File: config.mk
export PLATFORM = sky130hd
export DESIGN_NAME = tx_fifo_wr_arb
export DESIGN_NICKNAME = d
export VERILOG_FILES = /design/src/rtl/tx_fifo_wr_arb.sv
export SDC_FILE = /design/constraint.sdc
export NUM_CORES = 1
export LEC_CHECK = 0
export BUFFER_PORTS_ARGS = -buffer_cell sky130_fd_sc_hd__buf_2
export CAP_MARGIN = 20
export CORE_AREA = 5 5 314 316
export CTS_CLUSTER_DIAMETER = 120
export DETAILED_ROUTE_END_ITERATION = 8
export DIE_AREA = 0 0 319 321
export SLEW_MARGIN = 15
export SYNTH_ARGS = -nofsm -noshare
export SYNTH_HDL_FRONTEND = slang
export SYNTH_SLANG_ARGS = --single-unit
File: constraint.sdc
create_clock -name clk -period 3.6 [get_ports clk]
set_clock_uncertainty 0.1 [all_clocks]
set_input_delay 0.36 -clock clk [delete_from_list [all_inputs] [get_ports clk]]
set_output_delay 0.36 -clock clk [all_outputs]
set_load 0.01 [all_outputs]
File: src/rtl/tx_fifo_wr_arb.sv
// Frame-granular round-robin arbiter for the shared TX data FIFO write port (two host channels).
// Define TXARB_STATS_EN to add the per-channel completed-frame counters ch0_frm_cnt/ch1_frm_cnt.
module tx_fifo_wr_arb #(
   parameter int unsigned WIDTH    = 256,
   parameter int unsigned DEPTH    = 1024,
   parameter int unsigned PTR      = 10,
   parameter int unsigned LEN_W    = 8,
   parameter int unsigned HEADROOM = 4
) (
   input  logic             clk,
   input  logic             reset_,
   input  logic             ch0_req,
   input  logic [LEN_W-1:0] ch0_len,
   input  logic             ch0_valid,
   input  logic [WIDTH-1:0] ch0_data,
   output logic             ch0_gnt,
   output logic             ch0_done,
   input  logic             ch1_req,
   input  logic [LEN_W-1:0] ch1_len,
   input  logic             ch1_valid,
   input  logic [WIDTH-1:0] ch1_data,
   output logic             ch1_gnt,
   output logic             ch1_done,
   input  logic [PTR:0]     fifo_wrusedw,
   input  logic             fifo_wrfull,
   output logic             fifo_wrreq,
   output logic [WIDTH-1:0] fifo_data,
   output logic             busy,
   output logic             len_err,
   output logic             ovf_err
`ifdef TXARB_STATS_EN
   ,
   output logic [31:0]      ch0_frm_cnt,
   output logic [31:0]      ch1_frm_cnt
`endif
);

   localparam int unsigned UW = PTR + 1;

   typedef enum logic [1:0] {IDLE, SEL, WAIT_SPACE, XFER} state_e;

   state_e             state_q, state_d;
   logic               rr_last_q, rr_last_d;
   logic               win_q, win_d;
   logic [LEN_W-1:0]   len_q, len_d;
   logic [LEN_W-1:0]   cnt_q, cnt_d;
   logic               gnt0_q, gnt0_d;
   logic               gnt1_q, gnt1_d;
   logic               wrreq_q, wrreq_d;
   logic [WIDTH-1:0]   data_q, data_d;
   logic               len_err_q, len_err_d;
   logic               ovf_err_q, ovf_err_d;
   logic               done_c;
   logic               accept_c;
   logic [UW-1:0]      free_c;
   logic [UW-1:0]      need_c;

   // State and datapath registers; reset abandons any frame in flight.
   always_ff @(posedge clk or negedge reset_) begin
      if (!reset_) begin
         state_q   <= IDLE;
         rr_last_q <= 1'b1;
         win_q     <= 1'b0;
         len_q     <= '0;
         cnt_q     <= '0;
         gnt0_q    <= 1'b0;
         gnt1_q    <= 1'b0;
         wrreq_q   <= 1'b0;
         data_q    <= '0;
         len_err_q <= 1'b0;
         ovf_err_q <= 1'b0;
      end else begin
         state_q   <= state_d;
         rr_last_q <= rr_last_d;
         win_q     <= win_d;
         len_q     <= len_d;
         cnt_q     <= cnt_d;
         gnt0_q    <= gnt0_d;
         gnt1_q    <= gnt1_d;
         wrreq_q   <= wrreq_d;
         data_q    <= data_d;
         len_err_q <= len_err_d;
         ovf_err_q <= ovf_err_d;
      end
   end

   // Next-state, admission check and word accounting.
   always_comb begin
      state_d   = state_q;
      rr_last_d = rr_last_q;
      win_d     = win_q;
      len_d     = len_q;
      cnt_d     = cnt_q;
      gnt0_d    = gnt0_q;
      gnt1_d    = gnt1_q;
      data_d    = data_q;
      len_err_d = len_err_q;
      done_c    = 1'b0;

      accept_c  = (gnt0_q & ch0_valid) | (gnt1_q & ch1_valid);
      free_c    = UW'(DEPTH) - fifo_wrusedw;
      need_c    = UW'(len_q) + UW'(HEADROOM);
      wrreq_d   = accept_c;
      if (accept_c) begin
         data_d = gnt1_q ? ch1_data : ch0_data;
      end
      // The FIFO samples the registered request together with its current full flag.
      ovf_err_d = ovf_err_q | (wrreq_q & fifo_wrfull);

      case (state_q)
         IDLE: begin
            if (ch0_req | ch1_req) begin
               state_d = SEL;
            end
         end
         SEL: begin
            if (ch0_req & ch1_req) begin
               win_d = ~rr_last_q;
            end else begin
               win_d = ch1_req;
            end
            len_d   = win_d ? ch1_len : ch0_len;
            cnt_d   = '0;
            state_d = (ch0_req | ch1_req) ? WAIT_SPACE : IDLE;
         end
         WAIT_SPACE: begin
            if (len_q == '0) begin
               len_err_d = 1'b1;
               done_c    = 1'b1;
               rr_last_d = win_q;
               state_d   = IDLE;
            end else if (free_c >= need_c) begin
               gnt0_d  = ~win_q;
               gnt1_d  = win_q;
               state_d = XFER;
            end
         end
         XFER: begin
            if (accept_c) begin
               cnt_d = cnt_q + LEN_W'(1);
               if (cnt_q == len_q - LEN_W'(1)) begin
                  done_c    = 1'b1;
                  gnt0_d    = 1'b0;
                  gnt1_d    = 1'b0;
                  rr_last_d = win_q;
                  cnt_d     = '0;
                  state_d   = IDLE;
               end
            end
         end
         default: state_d = IDLE;
      endcase
   end

   assign ch0_gnt    = gnt0_q;
   assign ch1_gnt    = gnt1_q;
   assign ch0_done   = done_c & ~win_q;
   assign ch1_done   = done_c & win_q;
   assign fifo_wrreq = wrreq_q;
   assign fifo_data  = data_q;
   assign busy       = (state_q != IDLE);
   assign len_err    = len_err_q;
   assign ovf_err    = ovf_err_q;

`ifdef TXARB_STATS_EN
   logic [31:0] frm0_q;
   logic [31:0] frm1_q;

   // Completed-frame counters, zero-length frames included; wrap naturally.
   always_ff @(posedge clk or negedge reset_) begin
      if (!reset_) begin
         frm0_q <= '0;
         frm1_q <= '0;
      end else begin
         if (ch0_done) frm0_q <= frm0_q + 32'd1;
         if (ch1_done) frm1_q <= frm1_q + 32'd1;
      end
   end

   assign ch0_frm_cnt = frm0_q;
   assign ch1_frm_cnt = frm1_q;
`endif

endmodule

## Yosys cells after proc, flatten, opt, wreduce, memory -nomap -nowiden

Index checks and enable logic that the tools add are counted.

- Add/subtract/negate cells: 4
- $lt $le $gt $ge: 1
- Equality and inequality tests: 11
- Multiplexer cells: 30
- Bitwise operators: 11
- Reduce and logical (&&, ||, !) cells: 10

Operator list:

| operator | number |
|---|---|
| 2-to-1 mux 256 bit | 1 |
| 2-to-1 mux 8 bit | 3 |
| one-hot mux 8 bit (2 select lines) | 1 |
| 2-to-1 mux 1 bit | 14 |
| 2-to-1 mux 2 bit | 6 |
| != test 2 bit (second input constant) | 6 |
| greater-or-equal comparator 11 x 9 -> 1 bit | 1 |
| subtractor 11 bit (first input constant) | 1 |
| adder 8 x 3 -> 9 bit (second input constant) | 1 |
| adder 8 x 1 -> 8 bit (second input constant) | 1 |
| equality test 8 bit | 1 |
| zero test 8 bit | 1 |
| one-hot mux 1 bit (2 select lines) | 4 |
| one-hot mux 2 bit (4 select lines) | 1 |
| AND reduction 4 bit | 2 |
| subtractor 8 x 1 -> 8 bit (second input constant) | 1 |
| AND 1 bit | 6 |
| nonzero test 2 bit | 3 |
| AND reduction 5 bit | 1 |
| equality test 2 bit (second input constant) | 2 |
| AND reduction 2 bit | 2 |
| != test 3 bit (second input constant) | 1 |
| OR 1 bit | 3 |
| equality test 2 x 1 -> 1 bit (second input constant) | 1 |
| 2 further kinds | 3 |

- Flip-flop bits (word level): 281
- Input bits: 546
- Output and inout bits: 264

## Longest topological paths before layout

- Depth in word-level cells: 6
- Mapped depth: 13
- Mapped depth without buffers: 13

## Worst setup path after synthesis

OpenSTA, ideal clock, no wires.

- Kind: input-to-reg
- Start: input port fifo_wrusedw[0]
- End: register gnt1_q, in the netlist ch1_gnt
- Setup time: 0.126 ns
- Data arrival time: 2.555 ns
- Required time: 3.374 ns
- Path slack: 0.818 ns
- Stages: 13
- Buffers on the path: 0
- Cell sequence: inv_1 -> ha_1 -> nand2_1 -> or2_2 -> nor2_1 -> xnor2_1 -> ha_1 -> a21o_1 -> a21oi_1 -> o21ai_0 -> a2111oi_2 -> or4b_1 -> nand3_1

- Longest elaborated chain between the ends: 4

RTL lines:

| what | line | RTL |
|---|---|---|
| start, declared | 24 | `input logic [PTR:0] fifo_wrusedw,` |
| subtractor 11 bit | 101 | `free_c = UW'(DEPTH) - fifo_wrusedw;` |
| greater-or-equal comparator 11 x 9 -> 1 bit | 132 | `end else if (free_c >= need_c) begin` |
| != test 2 bit (no line) | n/a |  |
| AND reduction 5 bit (no line) | n/a |  |
| end signal, assigned | 79 | `gnt1_q <= gnt1_d;` |
| end, declared | 48 | `logic gnt1_q, gnt1_d;` |

No other way between the ends.
A chain may end at the register's enable or synchronous reset.

## Final worst setup path

- Start: register len_q[0]
- End: output port ch1_done

- Longest elaborated chain between the ends: 6
- Elaborated cells between the ends (all ways): 8
- Classes of those cells: add/sub: 1; eq/ne: 1; mux: 4; bitwise: 1; reduce/logical: 1

RTL lines:

| what | line | RTL |
|---|---|---|
| start, declared | 45 | `logic [LEN_W-1:0] len_q, len_d;` |
| start signal, assigned | 76 | `len_q <= len_d;` |
| subtractor 8 x 1 -> 8 bit | 141 | `if (cnt_q == len_q - LEN_W'(1)) begin` |
| equality test 8 bit | 141 |  |
| 2-to-1 mux 1 bit | 141 |  |
| 2-to-1 mux 1 bit | 139 | `if (accept_c) begin` |
| one-hot mux 1 bit (2 select lines) * | 110 | `case (state_q)` |
| AND 1 bit * | 158 | `assign ch1_done = done_c & win_q;` |
| end, declared | 23 | `output logic ch1_done,` |

Every way passes the cells marked *; elsewhere a longest branch is shown, timed or not.

==> results.toml <==
[setup_path]
cp_slowest_stage_delay_ns = 0.47
reg2regPathDepth = 10
critPathKind = "flip-flop to output port"
timing.reg2reg.setup_slack_ns = 0.75
critical_path.slowest_cell = "dfrtp_1"
required_ns = 3.14
reg2reg_from = "len_q[3]"
r2r_end = "ch1_gnt"
critPathArrivalTime_ns = 2.72
crit_chain = "inv_1, ha_1, and4bb_2, xnor2_1, nor4b_1, o211ai_1, nand2_1, and2_1, buf_2"
endpoint_kind = "output port"
cp-start-kind = "flip-flop"
critPathMaxFanout = 6
crit_path_start = "len_q[0]"

[global_routing]
overflow = 0
grt_max_degree = 223
grt_usage_pct = 11.6
grt_pass1_wl_mm = 91.5
grt_pass1_vias = 14400
antenna_found_initial = 7

[drt]
drcViolationCount = 0
ant_nets = 0
drt-met1-wl_mm = 24.8
wl_met3_mm = 5.82
wl_per_cell_um = 16.9
totalWireLength_mm = 62.5
first_iter_violations = 602
vias = 13700
first_pass_iters = 4
wl_met2_mm = 30.1
top_layer = "met5"
via_per_inst = 3.70

[floorplan]
row_count = 114
die_area_um2 = 102000
initial_core_util_pct = 14.1
core_area_um2 = 95700
die_w_um = 319
die_h_um = 321
io_pins = 810

[pwr]
vdd_drop_max_mv = 0.386
netSwitchingPower_uw = 6630
p_int_uw = 9920
pwr-share-comb_pct = 44.4
p_clk_share_pct = 21.9
p_per_area_nw_per_um2 = 716
switching_share_pct = 40.1
p_leak_uw = 0.0111
seq_power_share_pct = 33.7

[yosys]
yosysUniqueCellTypes = 50
synthArstFlopShare_pct = 100
netlist_area_um2 = 13500
synth_fp_nets = 1884
synth-edff-count = 0
synthCells = 1323
syn_avg_cell_area_um2 = 10.2
ys_ff_latch = 281
ys.flop_type = "dfrtp_1"
seq_area_frac_synth_pct = 52.1
yosys_warnings = 0

[sta]
setup-tns-final_ns = 0
setup_viol = 0
fmax_ghz = 0.314
final-hold-violation-count = 0
slew_viol_final = 0
tightest_slew_ns = 1.03
finalCritPeriodShare_pct = 88.4
post-route-min-period_ns = 3.18
rsz0062_at_grt = "no"
max_slew_margin_pct = 31.6

[placement]
io_buffers = 809
place_congestion = 0.935
hpwl_mm = 48.6

[clocking]
numCtsBuffers = 35
cts_buffer_depth = 3
ctsResizeCount = 0
htreeDepth = 2
cts_tree = "built"
post-cts-setup-buffers = 0
holdBufCountCts = 290
root_buffer = "clkbuf_16"
clock_latency_ns = 0.54
clock_sinks = 281
clk_pin_slew_ns = 0.06

[job]
maxCapViolCount = 0

[min_path]
hold_depth = 3
hold_path_class = "input port to flip-flop"
whs_endpoint = "fifo_data[187]"
hold_path_startpoint = "ch0_data[187]"

[finish]
drive_gt1_share_pct = 37.3
layout.nets = 2947
post-route-util_pct = 24.2
layout-area-overhead-vs-synth_pct = 71.3
layout_common_cells = "808 x buf_2, 290 x dlygate4sd3_1, 279 x dfrtp_1, 274 x nand2_1, 266 x o21ai_0"
layout_commonest_cell = "buf_2"

[status]
status = "complete, no violations"
==> worst max path at each step <==
stage | depth (start not counted) | end | slack [ns]
4_1_cts | 9 | ch1_done | 0.36
2_1_floorplan | 13 | ch1_gnt | 0.82
3_5_place_dp | 14 | ch1_gnt | 0.40
3_3_place_gp | 14 | ch1_gnt | 0.39
6_report | 9 | ch1_done | 0.42
5_1_grt | 9 | ch1_done | 0.11
==> power groups by stage <==
stage	clock network, uW	registers (uW)	logic [uW]
floorplan	0	6110	3010
global placement	0	5570	6920
detailed placement	0	5630	7020
CTS	3800	5590	7540
global route	3910	5790	8170
finish	3620	5580	7350
==> synth_stat cells (2+ instances only) <==
cell | instances | area, um^2
or2_2 | 3 | 18.8
mux2_2 | 3 | 33.8
a21o_1 | 2 | 15.0
nand4_1 | 3 | 18.8
ha_1 | 15 | 188
nand3b_1 | 2 | 15.0
o211ai_1 | 3 | 22.5
mux2i_1 | 265 | 2650
xnor2_1 | 13 | 114
nand2_1 | 274 | 1030
nor4_1 | 3 | 18.8
nand2b_1 | 6 | 37.5
nor2_1 | 14 | 52.6
inv_1 | 9 | 33.8
and3_1 | 3 | 18.8
nand3_1 | 15 | 75.1
nor3_1 | 2 | 10.0
nor2b_1 | 4 | 25.0
nor4b_1 | 2 | 17.5
a21oi_1 | 4 | 20.0
clkbuf_1 | 87 | 327
buf_1 | 4 | 15.0
dfrtp_1 | 280 | 7010
o21ai_0 | 266 | 1330
a21boi_0 | 3 | 22.5
xor2_1 | 13 | 114
or3_1 | 2 | 12.5
==> through the flow <==
| step | hold WS, ns | total power (uW) | setup slack (ns) | cells | instance area, um^2 |
|---|---|---|---|---|---|
| global route | 0.00467 | 17900 | 0.113 | 3688 | 23100 |
| global placement | 0.337 | 12500 | 0.386 | 3335 | 19000 |
| CTS | 0.000104 | 16900 | 0.361 | 3687 | 23100 |
| floorplan | -0.0356 | 9120 | 0.818 | 1323 | 13500 |
| finish | 0.0331 | 16600 | 0.417 | 3689 | 23100 |
| detailed placement | 0.343 | 12600 | 0.402 | 3335 | 19000 |
==> per-layer routing <==
layer / vias up / track usage, %
met5: - / 0
met4: 2 / 3.24
met3: 85 / 4.15
met2: 529 / 19.9
met1: 6346 / 13.8
li1: 6701 / -
==> flip-flops by register name, summed over array words and instances (netlist names) <==
| register | cells |
|---|---|
| ch1_gnt | 1 |
| ch0_gnt | 1 |
| rr_last_q | 1 |
| fifo_data | 256 |
| fifo_wrreq | 1 |
| win_q | 1 |
| state_q | 2 |
| len_err | 1 |
| cnt_q | 8 |
| len_q | 8 |
| ovf_err | 1 |
==> cell families after synthesis <==
kind of cell / Yosys count / share of synthesized area [%]
adder cells (fa/ha/maj): 15 / 1.39
XOR/XNOR: 27 / 1.85
flip-flops: 281 / 52.1
buffers and inverters: 102 / 2.90
AND/OR/NAND/NOR: 341 / 10.6
AO/OA/AOI/OAI: 289 / 11.3
multiplexers: 268 / 19.9
==> critical path: cells and delay by family, from the launching register on <==
| kind | cells | cell delay, ns |
|---|---|---|
| AOI/OAI and AO/OA | 1 | 0.26 |
| buffers and inverters | 2 | 0.26 |
| DFF | 1 | 0.47 |
| adders and majority gates | 1 | 0.23 |
| and+or+nand+nor | 4 | 0.83 |
| xor gates and xnor gates | 1 | 0.14 |
==> final cells by class <==
class / count / area (um^2)
Antenna cell: 2 / 5.00
Clock buffer: 48 / 1000
Clock inverter: 14 / 168
Fill cell: 10300 / 72600
Inverter: 9 / 33.8
Multi-Input combinational cell: 940 / 6080
Sequential cell: 281 / 7040
Tap cell: 1276 / 1600
Timing Repair Buffer: 1119 / 7200
(Power assumes the default switching activity.)
